$ cat src/rtl/dhcp_msg_tx.sv
// dhcp_msg_tx
//   Builds a DHCP DISCOVER / REQUEST / RELEASE client message (BOOTP header,
//   chaddr, magic cookie, type-dependent options, zero padding to PAD_LEN)
//   and streams it one byte per cycle into the UDP transmit RAM path.
//
// Ports
//   clk              system clock, rising edge
//   rst_n            synchronous active-low reset
//   source_mac_addr  client MAC, emitted as chaddr (not latched)
//   xid              transaction ID, latched on request accept
//   msg_type         0 DISCOVER, 1 REQUEST, 2 RELEASE, 3 illegal (ignored)
//   req_ip           requested IP (option 50), latched on accept
//   server_ip        server identifier (option 54), latched on accept
//   ciaddr           client IP, latched on accept, sent only in RELEASE
//   dhcp_tx_req      level request to send one message
//   udp_tx_ack       UDP layer accepted the send request
//   udp_ram_data_req UDP layer ready for payload bytes
//   mac_send_end     frame transmission finished (one-cycle pulse)
//   dhcp_len         payload length (PAD_LEN once out of reset)
//   dhcp_wr          payload byte strobe
//   dhcp_tx_data     payload byte, zero when dhcp_wr is low
//   busy             high whenever a message is in progress
module dhcp_msg_tx #(
   parameter int unsigned PAD_LEN   = 300,
   parameter bit          BROADCAST = 1'b1
) (
   input  logic        clk,
   input  logic        rst_n,
   input  logic [47:0] source_mac_addr,
   input  logic [31:0] xid,
   input  logic [1:0]  msg_type,
   input  logic [31:0] req_ip,
   input  logic [31:0] server_ip,
   input  logic [31:0] ciaddr,
   input  logic        dhcp_tx_req,
   input  logic        udp_tx_ack,
   input  logic        udp_ram_data_req,
   input  logic        mac_send_end,
   output logic [15:0] dhcp_len,
   output logic        dhcp_wr,
   output logic [7:0]  dhcp_tx_data,
   output logic        busy
);

   if ((PAD_LEN < 256) || (PAD_LEN > 1024)) begin : g_pad_len_check
      $error("dhcp_msg_tx: PAD_LEN must be within 256..1024");
   end

   typedef enum logic [2:0] {S_IDLE, S_START, S_WAIT, S_SEND, S_END} state_e;
   typedef enum logic [1:0] {MSG_DISCOVER, MSG_REQUEST, MSG_RELEASE, MSG_ILLEGAL} msg_e;

   localparam logic [15:0] LAST_CNT = 16'(PAD_LEN - 1);
   localparam logic [15:0] FLAGS    = BROADCAST ? 16'h8000 : 16'h0000;

   state_e      state_q, state_d;
   msg_e        type_q;
   logic [31:0] xid_q, req_ip_q, server_ip_q, ciaddr_q;
   logic [15:0] cnt_q, cnt_d;
   logic        mse_q;
   logic [15:0] dhcp_len_q;
   logic        wr_q, wr_d;
   logic [7:0]  data_q, data_d;
   logic [7:0]  byte_v;
   logic        accept;

   assign accept = (state_q == S_IDLE) && dhcp_tx_req && (msg_type != 2'd3);

   // State register plus the datapath registers that follow it
   always_ff @(posedge clk) begin
      if (!rst_n) begin
         state_q     <= S_IDLE;
         type_q      <= MSG_DISCOVER;
         xid_q       <= '0;
         req_ip_q    <= '0;
         server_ip_q <= '0;
         ciaddr_q    <= '0;
         cnt_q       <= '0;
         mse_q       <= 1'b0;
         dhcp_len_q  <= '0;
         wr_q        <= 1'b0;
         data_q      <= '0;
      end else begin
         state_q    <= state_d;
         dhcp_len_q <= 16'(PAD_LEN);
         if (accept) begin
            type_q      <= msg_e'(msg_type);
            xid_q       <= xid;
            req_ip_q    <= req_ip;
            server_ip_q <= server_ip;
            ciaddr_q    <= ciaddr;
         end
         cnt_q  <= cnt_d;
         // Only a pulse seen while in END counts; the exit happens one cycle later
         mse_q  <= mac_send_end && (state_q == S_END);
         wr_q   <= wr_d;
         data_q <= data_d;
      end
   end

   // Next-state logic
   always_comb begin
      state_d = state_q;
      case (state_q)
         S_IDLE:  if (accept)           state_d = S_START;
         S_START: if (udp_tx_ack)       state_d = S_WAIT;
         S_WAIT:  if (udp_ram_data_req) state_d = S_SEND;
         S_SEND:  if (cnt_q == LAST_CNT) state_d = S_END;
         S_END:   if (mse_q)            state_d = S_IDLE;
         default:                       state_d = S_IDLE;
      endcase
   end

   // Counter only advances while staying in SEND, so it reads 0 in END
   always_comb begin
      cnt_d = '0;
      if ((state_q == S_SEND) && (state_d == S_SEND)) begin
         cnt_d = cnt_q + 16'd1;
      end
   end

   // Payload byte for the current counter value
   always_comb begin
      byte_v = '0;
      case (cnt_q)
         16'd0, 16'd1: byte_v = 8'h01;
         16'd2:        byte_v = 8'h06;
         16'd4:        byte_v = xid_q[31:24];
         16'd5:        byte_v = xid_q[23:16];
         16'd6:        byte_v = xid_q[15:8];
         16'd7:        byte_v = xid_q[7:0];
         16'd10:       byte_v = FLAGS[15:8];
         16'd11:       byte_v = FLAGS[7:0];
         16'd12:       byte_v = (type_q == MSG_RELEASE) ? ciaddr_q[31:24] : 8'h00;
         16'd13:       byte_v = (type_q == MSG_RELEASE) ? ciaddr_q[23:16] : 8'h00;
         16'd14:       byte_v = (type_q == MSG_RELEASE) ? ciaddr_q[15:8]  : 8'h00;
         16'd15:       byte_v = (type_q == MSG_RELEASE) ? ciaddr_q[7:0]   : 8'h00;
         16'd28:       byte_v = source_mac_addr[47:40];
         16'd29:       byte_v = source_mac_addr[39:32];
         16'd30:       byte_v = source_mac_addr[31:24];
         16'd31:       byte_v = source_mac_addr[23:16];
         16'd32:       byte_v = source_mac_addr[15:8];
         16'd33:       byte_v = source_mac_addr[7:0];
         16'd236:      byte_v = 8'h63;
         16'd237:      byte_v = 8'h82;
         16'd238:      byte_v = 8'h53;
         16'd239:      byte_v = 8'h63;
         16'd240:      byte_v = 8'h35;
         16'd241:      byte_v = 8'h01;
         16'd242: begin
            case (type_q)
               MSG_DISCOVER: byte_v = 8'h01;
               MSG_REQUEST:  byte_v = 8'h03;
               MSG_RELEASE:  byte_v = 8'h07;
               default:      byte_v = 8'h00;
            endcase
         end
         default: begin
            case (type_q)
               MSG_DISCOVER: begin
                  case (cnt_q)
                     16'd243: byte_v = 8'h37;
                     16'd244: byte_v = 8'h03;
                     16'd245: byte_v = 8'h01;
                     16'd246: byte_v = 8'h03;
                     16'd247: byte_v = 8'h06;
                     16'd248: byte_v = 8'hFF;
                     default: ;
                  endcase
               end
               MSG_REQUEST: begin
                  case (cnt_q)
                     16'd243: byte_v = 8'h32;
                     16'd244: byte_v = 8'h04;
                     16'd245: byte_v = req_ip_q[31:24];
                     16'd246: byte_v = req_ip_q[23:16];
                     16'd247: byte_v = req_ip_q[15:8];
                     16'd248: byte_v = req_ip_q[7:0];
                     16'd249: byte_v = 8'h36;
                     16'd250: byte_v = 8'h04;
                     16'd251: byte_v = server_ip_q[31:24];
                     16'd252: byte_v = server_ip_q[23:16];
                     16'd253: byte_v = server_ip_q[15:8];
                     16'd254: byte_v = server_ip_q[7:0];
                     16'd255: byte_v = 8'hFF;
                     default: ;
                  endcase
               end
               MSG_RELEASE: begin
                  case (cnt_q)
                     16'd243: byte_v = 8'h36;
                     16'd244: byte_v = 8'h04;
                     16'd245: byte_v = server_ip_q[31:24];
                     16'd246: byte_v = server_ip_q[23:16];
                     16'd247: byte_v = server_ip_q[15:8];
                     16'd248: byte_v = server_ip_q[7:0];
                     16'd249: byte_v = 8'hFF;
                     default: ;
                  endcase
               end
               default: ;
            endcase
         end
      endcase
   end

   // Output logic
   always_comb begin
      wr_d   = (state_q == S_SEND);
      data_d = wr_d ? byte_v : 8'h00;
      busy   = (state_q != S_IDLE);
   end

   assign dhcp_len     = dhcp_len_q;
   assign dhcp_wr      = wr_q;
   assign dhcp_tx_data = data_q;

endmodule
$ cat config.mk
export PLATFORM = sky130hd
export DESIGN_NAME = dhcp_msg_tx
export DESIGN_NICKNAME = d
export VERILOG_FILES = /design/src/rtl/dhcp_msg_tx.sv
export SDC_FILE = /design/constraint.sdc
export NUM_CORES = 1
export LEC_CHECK = 0
export BUFFER_PORTS_ARGS = -buffer_cell sky130_fd_sc_hd__buf_2
export CORE_UTILIZATION = 58
export CTS_CLUSTER_DIAMETER = 200
export DETAILED_ROUTE_END_ITERATION = 16
export PLACE_DENSITY = 0.95
export REMOVE_ABC_BUFFERS = 1
export SYNTH_ARGS = -nofsm -noshare
export SYNTH_HDL_FRONTEND = slang
export SYNTH_SLANG_ARGS = --single-unit
export TNS_END_PERCENT = 20
$ cat constraint.sdc
create_clock -name clk -period 3.9 [get_ports clk]
set_clock_uncertainty 0.05 [all_clocks]
set_input_delay 0.195 -clock clk [delete_from_list [all_inputs] [get_ports clk]]
set_output_delay 0.195 -clock clk [all_outputs]
set_load 0.05 [all_outputs]
==> reports/qor.txt <==
Status -> complete, but fails checks
Violated checks -> hold timing
First-pass GRT wire length -> 51500 um
Synth top area cells -> dfxtp_1 (39%), nand2_1 (14%), a21boi_0 (12%), a22oi_1 (3.0%), clkbuf_1 (2.8%)
Pins Over Slew Limit -> 0
Max-cap violation count -> 0
Worst setup EP type -> register
Syn_area_per_cell -> 7.93 um2
Reg2reg path depth -> 9
Post_cts resized -> 0
Layout cells sized above 1 -> 0.206
Worst min-delay path category -> in -> reg
Syn Inst Count -> 1028
Total Nets Final -> 1498
Vias in the first global route -> 9817
Final hold vios -> 2
FF+latch count, synth -> 160
Rows -> 42
Required time of the worst setup path -> 4.21 ns
Largest family of logic cells by synthesized area -> compound AO/OA/AOI/OAI gates
Fmax -> 312 MHz
Most used DFF post-synth -> dfxtp_1
Post-CTS Setup Inserts -> 0
Synth Cell Area -> 8160 um2
Overall via count from detail_route -> 10004
Worst VDD drop -> 0.429 mV
Initial Util -> 0.606
Reg-to-reg endpoint -> dhcp_tx_data[6]$_SDFF_PN0_
Final setup vio count -> 0
Multiplexer share of the synthesized area -> 0
DP Worst Slack -> 0.923 ns
Distinct cell type count after synthesis -> 65
Simple-gate area share of the yosys netlist -> 0.260
Filler cell count -> 823
Crit path DAT -> 3.51 ns
DP Cell Count -> 1348
Io pins -> 210
Min-delay src -> req_ip[15]
Die Y -> 121 um
Min Clock Period, post-route -> 3.20 ns
Worst slew margin -> 0.435
Reg2reg start -> cnt_q[0]$_SDFF_PN0_
Initial antenna violation count -> 4
Residual DRC -> 0
Top cell type's share of synthesized area -> 0.393
Min setup slack post-route -> 0.696 ns
Hold Path Sink -> req_ip_q[15]$_SDFFE_PN0P_
Post-detailed-route count of antenna-violating nets -> 0
Final GP Congestion -> 0.977
CTS Buf Count -> 17
Clk slew on worst S/H paths -> 0.07 ns
Largest net degree at the start of global routing -> 82
Adder-Cell Fraction of Synth Area -> 0.0123
Layout area overhead -> 34.0%
Sequential fraction of the synthesis area -> 0.393
RSZ-0062 raised after global routing -> no
Yosys warning count -> 0
I/O Buffers -> 197
Clock Latency Late Sink -> 0.44 ns
WS Path Type -> reg -> reg
Die ar. -> 14500 um2
Total Routing Usage GR -> 0.467
Crit path launch type -> register
Post-DP HPWL -> 19100 um
R2R setup slack -> 0.70 ns
Drt initial violations -> 1624
Synth Area in Compound Gates -> 0.270
CTS H-tree lvls -> 4
Die width -> 121 um
Hold WS -> -0.0261 ns
P_leak -> 4.39 nW
EDFF count, synth -> 0
Hold_buf cts -> 115
Hold path depth -> 3
Root Driver -> clkbuf_16
Largest area contributor in the netlist -> dfxtp_1
Core area -> 13500 um2
XOR/XNOR share of the synthesized area -> 0.0140
Total grt overflow -> 0
Period utilisation layout -> 0.822
CTS tree -> done
Synth async-reset ratio -> 0
Final cell count without fillers -> 1499
Sink Count -> 160
Crit-path max FO -> 10
Clock Path Buffers -> 2
WL per Instance -> 22.5 um
Cell area power density -> 367 nW/um2
Vias/cell -> 6.67
Least-Margin Pin Slew -> 0.848 ns
Post-Route WL -> 33700 um
TritonRoute pass-1 iters -> 13
[Yosys cell counts (2+ instances only)]
master	instances
a32oi_1	2
and4_1	4
a32o_1	4
a21boi_0	129
inv_1	9
or2_2	2
a22o_1	2
nand2b_1	9
a222oi_1	20
nand2_1	304
xor2_1	12
nor3_1	17
a2111oi_0	4
buf_4	15
nor4_4	2
ha_1	8
o21ai_0	5
a21oi_1	23
dfxtp_1	160
or3_1	3
nor4_1	4
a22oi_1	33
or4b_1	2
and3_1	6
a21o_1	2
nor2b_1	4
buf_2	8
a211oi_1	10
a31oi_1	2
nand4_1	13
clkbuf_1	60
o211ai_1	3
nor2_1	44
a221oi_1	25
or4_1	5
o22ai_1	9
or4b_2	3
nand3_1	26
o221a_2	2
nor3_2	5
a221o_1	4
[layer usage]
| layer | wire (um) | part of all wire | vias up | GRT usage |
|---|---|---|---|---|
| li1 | - | - | 4210 | - |
| met1 | 11100 | 0.33 | 4517 | 0.510 |
| met2 | 15400 | 0.46 | 958 | 0.748 |
| met3 | 4180 | 0.12 | 319 | 0.162 |
| met4 | 2960 | 0.088 | 0 | 0.350 |
| met5 | 0 | 0 | - | 0 |
[stage by stage]
| step | utilization | setup TNS [ns] | instance area [um2] | total power [mW] |
|---|---|---|---|---|
| after global placement | 0.683 | 0 | 9190 | 2.21 |
| final | 0.812 | 0 | 10900 | 4.01 |
| after detailed placement | 0.683 | 0 | 9190 | 2.22 |
| after floorplan | - | -217.99 | 7820 | 2.04 |
| after global routing | 0.812 | 0 | 10900 | 4.10 |
| after CTS | 0.812 | 0 | 10900 | 3.92 |
[cells by family after synthesis]
kind of cell | after synthesis
AO/OA/AOI/OAI | 287
XOR/XNOR | 13
adder cells (fa/ha/maj) | 8
buffers and inverters | 93
flip-flops | 160
other | 1
AND/OR/NAND/NOR | 466
[worst max-delay path, stage by stage, from the launching register on]
cell	delay, ns
dfxtp_1	0.37
inv_1	0.13
ha_1	0.39
nor3b_1	0.35
nand4_1	0.35
nor2_1	0.59
a222oi_1	0.22
a21boi_0	0.40
nor3_1	0.13
o22ai_1	0.16
[layout make-up]
type                            instances  area, um2  share of cell area
Tap cell                              176        220              0.0202
Timing Repair Buffer                  332       2290               0.209
Antenna cell                            4       10.0            0.000916
Sequential cell                       160       3200               0.293
Inverter                                9       33.8             0.00309
Multi-Input combinational cell        786       4600               0.421
Clock inverter                         15        150              0.0137
Clock buffer                           17        425              0.0389
[worst max-delay path by stage]
stage,endpoint,depth (start not counted),start
6_report,dhcp_tx_data[6]$_SDFF_PN0_,9,cnt_q[0]$_SDFF_PN0_
5_1_grt,dhcp_tx_data[6]$_SDFF_PN0_,9,cnt_q[0]$_SDFF_PN0_
4_1_cts,dhcp_tx_data[3]$_SDFF_PN0_,8,cnt_q[0]$_SDFF_PN0_
3_5_place_dp,dhcp_tx_data[3]$_SDFF_PN0_,8,cnt_q[0]$_SDFF_PN0_
3_3_place_gp,dhcp_tx_data[6]$_SDFF_PN0_,8,cnt_q[0]$_SDFF_PN0_
2_1_floorplan,ciaddr_q[0]$_SDFFE_PN0P_,5,state_q[1]$_SDFF_PN0_
[where the power goes]
part           internal (mW)  switching, mW
Combinational          0.228          0.294
Clock                  0.899          0.782
Sequential              1.73         0.0782
Total                   2.85           1.15
[registers in the layout (all words and copies together) (netlist names)]
register      flops
type_q            2
xid_q            32
cnt_q            16
server_ip_q      32
dhcp_len          1
req_ip_q         32
ciaddr_q         32
state_q           3
mse_q             1
dhcp_wr           1
dhcp_tx_data      8
[layout by cell type, fill, tap and decap left out, types with 12 or more instances in the layout]
cell type      Yosys  layout
nand2_1          304     304
buf_2              8     197
dfxtp_1          160     160
a21boi_0         129     129
dlygate4sd3_1      0     115
nor2_1            44      44
a22oi_1           33      33
nand3_1           26      26
a221oi_1          25      25
a21oi_1           23      22
a222oi_1          20      20
buf_4             15      20
nor3_1            17      17
clkbuf_16          0      17
nand4_1           13      13
xor2_1            12      12
conb_1             1      12
No activity file was read; power rests on OpenSTA's default activity.
